--- src/rtl/wb_arbiter.sv ---
// Purpose: writeback arbiter that merges ALU lanes A/B and buffered load returns onto two register-file write ports.
// Latency: registered outputs, so a result presented in cycle N is written at N+1. A load pushed in N drains at N+1 or later.
// Backpressure: the ALU lanes are always accepted. Loads handshake through ld_rdy_o, which is taken from the registered FIFO count.
//
// Ports:
//   clk, reset (async, active-low), flush_i (sync load-FIFO flush)
//   aluA_*/aluB_*  : ALU lane results (lane B is younger than lane A)
//   ld_*           : load return valid/ready handshake, destination and data
//   we_o[1]/[0]    : enables for port A / port B; ad3A/wd3A and ad3B/wd3B are address/data
//   lq_count_o     : load FIFO occupancy; wb_count_o : count of retired writes (wraps)
module wb_arbiter #(
  parameter int DATA_WIDTH = 32,
  parameter int ADDR_WIDTH = 5,
  parameter int LQ_DEPTH   = 4
) (
  input  logic                          clk,
  input  logic                          reset,
  input  logic                          flush_i,
  input  logic                          aluA_vld_i,
  input  logic [ADDR_WIDTH-1:0]         aluA_rd_i,
  input  logic [DATA_WIDTH-1:0]         aluA_res_i,
  input  logic                          aluB_vld_i,
  input  logic [ADDR_WIDTH-1:0]         aluB_rd_i,
  input  logic [DATA_WIDTH-1:0]         aluB_res_i,
  input  logic                          ld_vld_i,
  output logic                          ld_rdy_o,
  input  logic [ADDR_WIDTH-1:0]         ld_rd_i,
  input  logic [DATA_WIDTH-1:0]         ld_data_i,
  output logic [1:0]                    we_o,
  output logic [ADDR_WIDTH-1:0]         ad3A_o,
  output logic [DATA_WIDTH-1:0]         wd3A_o,
  output logic [ADDR_WIDTH-1:0]         ad3B_o,
  output logic [DATA_WIDTH-1:0]         wd3B_o,
  output logic [$clog2(LQ_DEPTH):0]     lq_count_o,
  output logic [31:0]                   wb_count_o
);

  localparam int PTR_W = $clog2(LQ_DEPTH);
  localparam int CNT_W = PTR_W + 1;

  // Load-return FIFO storage and bookkeeping
  logic [ADDR_WIDTH-1:0] lq_rd   [LQ_DEPTH];
  logic [DATA_WIDTH-1:0] lq_data [LQ_DEPTH];
  logic [PTR_W-1:0]      rd_ptr, wr_ptr, nxt_ptr;
  logic [CNT_W-1:0]      lq_cnt;

  logic                  a_v, b_v, push, has1, has2;
  logic                  pa_en, pb_en;
  logic [ADDR_WIDTH-1:0] pa_rd, pb_rd;
  logic [DATA_WIDTH-1:0] pa_dat, pb_dat;
  logic [1:0]            pop_n;

  assign ld_rdy_o   = (lq_cnt < CNT_W'(LQ_DEPTH));
  assign lq_count_o = lq_cnt;

  // Writes to x0 are discarded at the input. A load to x0 still completes its handshake.
  assign a_v     = aluA_vld_i && (aluA_rd_i != '0);
  assign b_v     = aluB_vld_i && (aluB_rd_i != '0);
  assign push    = ld_vld_i && ld_rdy_o && (ld_rd_i != '0) && !flush_i;
  assign nxt_ptr = rd_ptr + PTR_W'(1);

  // A flush discards the FIFO contents, so nothing drains in the flush cycle.
  assign has1 = (lq_cnt != '0) && !flush_i;
  assign has2 = (lq_cnt >= CNT_W'(2)) && !flush_i;

  always_comb begin
    pa_en  = 1'b0;
    pa_rd  = '0;
    pa_dat = '0;
    pb_en  = 1'b0;
    pb_rd  = '0;
    pb_dat = '0;
    pop_n  = 2'd0;

    // Port A: lane A first, otherwise the FIFO head.
    if (a_v) begin
      pa_en  = 1'b1;
      pa_rd  = aluA_rd_i;
      pa_dat = aluA_res_i;
    end else if (has1) begin
      pa_en  = 1'b1;
      pa_rd  = lq_rd[rd_ptr];
      pa_dat = lq_data[rd_ptr];
      pop_n  = 2'd1;
    end

    // Port B: lane B first. Otherwise it takes head+1 when port A already took the head, or the head itself.
    if (b_v) begin
      pb_en  = 1'b1;
      pb_rd  = aluB_rd_i;
      pb_dat = aluB_res_i;
    end else if (!a_v) begin
      if (has2) begin
        pb_en  = 1'b1;
        pb_rd  = lq_rd[nxt_ptr];
        pb_dat = lq_data[nxt_ptr];
        pop_n  = 2'd2;
      end
    end else if (has1) begin
      pb_en  = 1'b1;
      pb_rd  = lq_rd[rd_ptr];
      pb_dat = lq_data[rd_ptr];
      pop_n  = 2'd1;
    end

    // Same-rd collision: the older write is dropped but still retired.
    // Port B carries the younger write in every case except lane A against a FIFO entry on port B.
    if (pa_en && pb_en && (pa_rd == pb_rd)) begin
      if (a_v && !b_v) pb_en = 1'b0;
      else             pa_en = 1'b0;
    end
  end

  // FIFO storage has no reset. Occupancy is tracked by the pointers and the count.
  always_ff @(posedge clk) begin
    if (push) begin
      lq_rd[wr_ptr]   <= ld_rd_i;
      lq_data[wr_ptr] <= ld_data_i;
    end
  end

  always_ff @(posedge clk or negedge reset) begin
    if (!reset) begin
      rd_ptr <= '0;
      wr_ptr <= '0;
      lq_cnt <= '0;
    end else if (flush_i) begin
      rd_ptr <= '0;
      wr_ptr <= '0;
      lq_cnt <= '0;
    end else begin
      if (push) wr_ptr <= wr_ptr + PTR_W'(1);
      rd_ptr <= rd_ptr + PTR_W'(pop_n);
      lq_cnt <= lq_cnt + CNT_W'(push) - CNT_W'(pop_n);
    end
  end

  always_ff @(posedge clk or negedge reset) begin
    if (!reset) begin
      we_o       <= 2'b00;
      ad3A_o     <= '0;
      wd3A_o     <= '0;
      ad3B_o     <= '0;
      wd3B_o     <= '0;
      wb_count_o <= '0;
    end else begin
      we_o       <= {pa_en, pb_en};
      ad3A_o     <= pa_en ? pa_rd  : '0;
      wd3A_o     <= pa_en ? pa_dat : '0;
      ad3B_o     <= pb_en ? pb_rd  : '0;
      wd3B_o     <= pb_en ? pb_dat : '0;
      wb_count_o <= wb_count_o + 32'(pa_en) + 32'(pb_en);
    end
  end

endmodule

--- config.mk ---
export PLATFORM = sky130hd
export DESIGN_NAME = wb_arbiter
export DESIGN_NICKNAME = d
export VERILOG_FILES = /design/src/rtl/wb_arbiter.sv
export SDC_FILE = /design/constraint.sdc
export NUM_CORES = 1
export LEC_CHECK = 0
export CAP_MARGIN = 20
export CORE_MARGIN = 10
export CORE_UTILIZATION = 46
export DETAILED_ROUTE_END_ITERATION = 10
export PLACE_DENSITY = 0.72
export SYNTH_ARGS = -nofsm -noshare
export SYNTH_HDL_FRONTEND = slang
export SYNTH_SLANG_ARGS = --single-unit
export TNS_END_PERCENT = 10
--- constraint.sdc ---
create_clock -name clk -period 9.3 [get_ports clk]
set_input_delay 1.395 -clock clk [delete_from_list [all_inputs] [get_ports clk]]
set_output_delay 1.395 -clock clk [all_outputs]
set_load 0.03 [all_outputs]
==> flow_summary.yaml <==
yosys:
  synth_edf_count: 148
  yosysTopAreaCell: "edfxtp_1"
  syn_avg_cell_area_um2: 13.9
  yosys_warnings: 0
  yosysSeqAreaShare_pct: 60.8
  ys_seq_elements: 263
  synthesis.nets: 994
  netlist.area_leader.share_pct: 36.9
  syn_inst: 866
  yosys.cell_count.top_type: "edfxtp_1"
  synth_cell_type_count: 55
  netlist_area_um2: 12100
  synth_commonest_cells: "edfxtp_1 (148), dfrtp_1 (115), nand2_1 (83)"
  async_flop_share_pct: 43.7
  yosys-top-cells-area: "edfxtp_1 (37%), dfrtp_1 (24%), mux4_2 (14%)"
  synth_ff_type: "edfxtp_1"
routing:
  wl_mm: 32.2
  viasPerCell: 5.74
  drt_drc_violations_left: 0
  num_vias: 8192
  ant_nets: 0
  firstDrtPassIters: 5
  drt-initial-drc-count: 689
  wl_per_cell_um: 22.5
setup_path:
  timing_worst_setup_path_type: "in2reg"
  cp.arrival_ns: 7.12
  crit_buf_inv: 4
  path_cells: "clkdlybuf4s50_1, or4_1, o21ai_4, buf_4, nor2_1, o21a_1, o211ai_1, nor3_4, buf_4, or2_2, fa_1, inv_1, ha_1, and4_1, nor2b_1, nand3_1, nor2_1, nand3_1, xnor2_1"
  startpoint_type: "input port"
  critPathTopFamily: "simple AND/OR/NAND/NOR gates"
  end_kind: "register"
  cp_slowest_cell: "o21ai_4"
  slowest_delay_ns: 0.82
  critical_path_required_ns: 9.72
  crit_fanout: 42
clock_network:
  cts_resized: 0
  cts_tree: "built"
  cts_hold_buf: 0
  clkLatencyLatePin_ns: 0.55
  ctsRootBufferMaster: "clkbuf_16"
  clk_pin_slew_ns: 0.06
  post_cts_buffers: 0
  cts_buffers: 28
  htree_num_levels: 1
  cts_max_path_buffers: 3
  clock_sinks: 263
layout:
  drive_above_1_share_pct: 13.9
  layout.nets: 1196
  n_fill_cell: 2002
  syn2layout_area_growth_pct: 28.6
  utilization_pct: 59.8
  stdcell_area_um2: 15500
global_routing:
  grt_usage_pct: 19.0
  antenna_found_initial: 3
  overflow: 0
  grt_pass1_vias: 8537
  grt_pass1_wl_mm: 49.8
  grt_max_degree: 76
floorplan:
  die_h_um: 182
  boundaryPins: 229
  dieArea_um2: 33100
  core_um2: 25900
  row_count: 59
  die_w_um: 182
  start_util_pct: 46.5
place:
  gp_congestion: 0.838
  place_area_um2: 14600
  portBuffers: 228
  dp_hpwl_mm: 21.9
sta:
  timing.fmax_mhz: 149
  setup-violations-final: 0
  max_slew.worst_pin.slew_ns: 1.09
  period_share_pct: 72.0
  period_needed_ns: 6.70
  rsz0062_at_grt: "no"
  hold_ws_ns: 0.483
  slew_violations: 0
  slew_headroom_pct: 27.6
  clock_skew_ns: 0.0240
  hold_viol_final: 0
  finalSetupTns_ns: 0
job:
  drv_cap: 0
pwr:
  power_density_nw_per_um2: 226
  peakVddDrop_mv: 0.177
  comb_power_share_pct: 27.7
  p_int_mw: 2.41
  p_clk_share_pct: 30.3
  power_mw: 3.51
  pwr-share-seq_pct: 42.0
  switchingPower_mw: 1.10
  p_sw_share_pct: 31.2
  power.leakage_nw: 5.47
run_status:
  status: "complete, no violations"
worst_hold_path:
  hp-class: "reg2reg"
[power groups by stage]
stage / clock, mW / combinational [mW] / sequential, mW
final: 1.06 / 0.973 / 1.47
after global routing: 1.13 / 1.05 / 1.49
after CTS: 1.08 / 0.983 / 1.48
after detailed placement: 0 / 0.980 / 1.50
after global placement: 0 / 0.970 / 1.49
after floorplan: 0 / 0.505 / 1.59
[sequential cells by signal, summed over array words and instances (netlist names)]
signal	count
we_o	2
ad3B_o	5
lq_data	128
rd_ptr	2
wd3A_o	32
ad3A_o	5
wb_count_o	32
lq_count_o	3
lq_rd	20
wr_ptr	2
wd3B_o	32
[cell families after synthesis]
family          Yosys count  synth area share, %
compound gates          171                 9.56
mux                      75                 13.9
xor+xnor                 35                 2.54
fa+ha+maj                11                 1.27
buf+inv                  80                 2.91
simple gates            231                 9.05
flops                   263                 60.8
[stage by stage]
step / setup WS [ns] / instances
after global placement: 2.17 / 1372
after global routing: 2.23 / 1425
after CTS: 2.64 / 1424
after floorplan: 4.03 / 866
final: 2.60 / 1428
after detailed placement: 2.09 / 1372
[path summary, 6_finish.rpt]
path	to	cells after the start	from	slack, ns
setup / recovery	wb_count_o[30]$_DFF_PN0_	19	aluB_rd_i[0]	2.60
hold / removal	wb_count_o[31]$_DFF_PN0_	1	wb_count_o[31]$_DFF_PN0_	0.48
setup reg to reg	wb_count_o[30]$_DFF_PN0_	17	rd_ptr[1]$_DFF_PN0_	3.30
hold reg to reg	wb_count_o[31]$_DFF_PN0_	1	wb_count_o[31]$_DFF_PN0_	0.48
max in group asynchronous	rd_ptr[1]$_DFF_PN0_	2	reset	7.08
min in group asynchronous	wb_count_o[25]$_DFF_PN0_	1	reset	0.92
[cell usage in the layout, fill, tap and decap left out, types with 4 or more instances in the layout]
master / synthesis / routed
clkdlybuf4s50_1: 0 / 227
edfxtp_1: 148 / 148
dfrtp_1: 115 / 113
nand2_1: 83 / 83
mux4_2: 74 / 74
nor2_1: 50 / 48
nor3_1: 38 / 38
a211oi_1: 38 / 38
o21ai_0: 37 / 37
a21oi_1: 35 / 35
o211ai_1: 34 / 34
xnor2_1: 29 / 29
clkbuf_16: 0 / 28
nand3_1: 15 / 15
inv_1: 14 / 14
buf_4: 3 / 10
ha_1: 9 / 9
clkbuf_1: 36 / 9
nand4_1: 8 / 8
clkinv_2: 0 / 7
and4_1: 6 / 6
and3_1: 7 / 6
xor2_1: 6 / 6
nor2b_1: 5 / 5
and2_2: 0 / 4
[final cells by class]
class	count	area, um^2	share of cell area (%)
sequential	263	7330	47.3
clock inverter	15	148	0.953
tap	335	419	2.70
inverter	14	52.6	0.339
timing repair buffer	238	2370	15.3
multi-input combinational	523	4440	28.7
clock buffer	37	734	4.74
antenna	3	7.51	0.0484
[worst reg2reg max path, stage by stage, from the launching register on]
cell and delay, ns:
dfrtp_4 0.80, buf_4 0.77, mux4_2 0.63, a32oi_1 0.33, and3b_1 0.23, o22ai_2 0.33
nor3_4 0.08, buf_4 0.30, or2_2 0.38, fa_1 0.44, inv_1 0.07, ha_1 0.23
and4_1 0.27, nor2b_1 0.37, nand3_1 0.18, nor2_1 0.20, nand3_1 0.13, xnor2_1 0.15
[layer usage]
metal | up-vias | share of wire (%) | track usage [%]
met2 | 317 | 48 | 31.3
met3 | 44 | 7.9 | 4.67
met4 | 0 | 1.8 | 4.43
met1 | 4090 | 43 | 24.8
li1 | 3741 | - | -
met5 | - | 0 | 0
(Power assumes the default switching activity.)
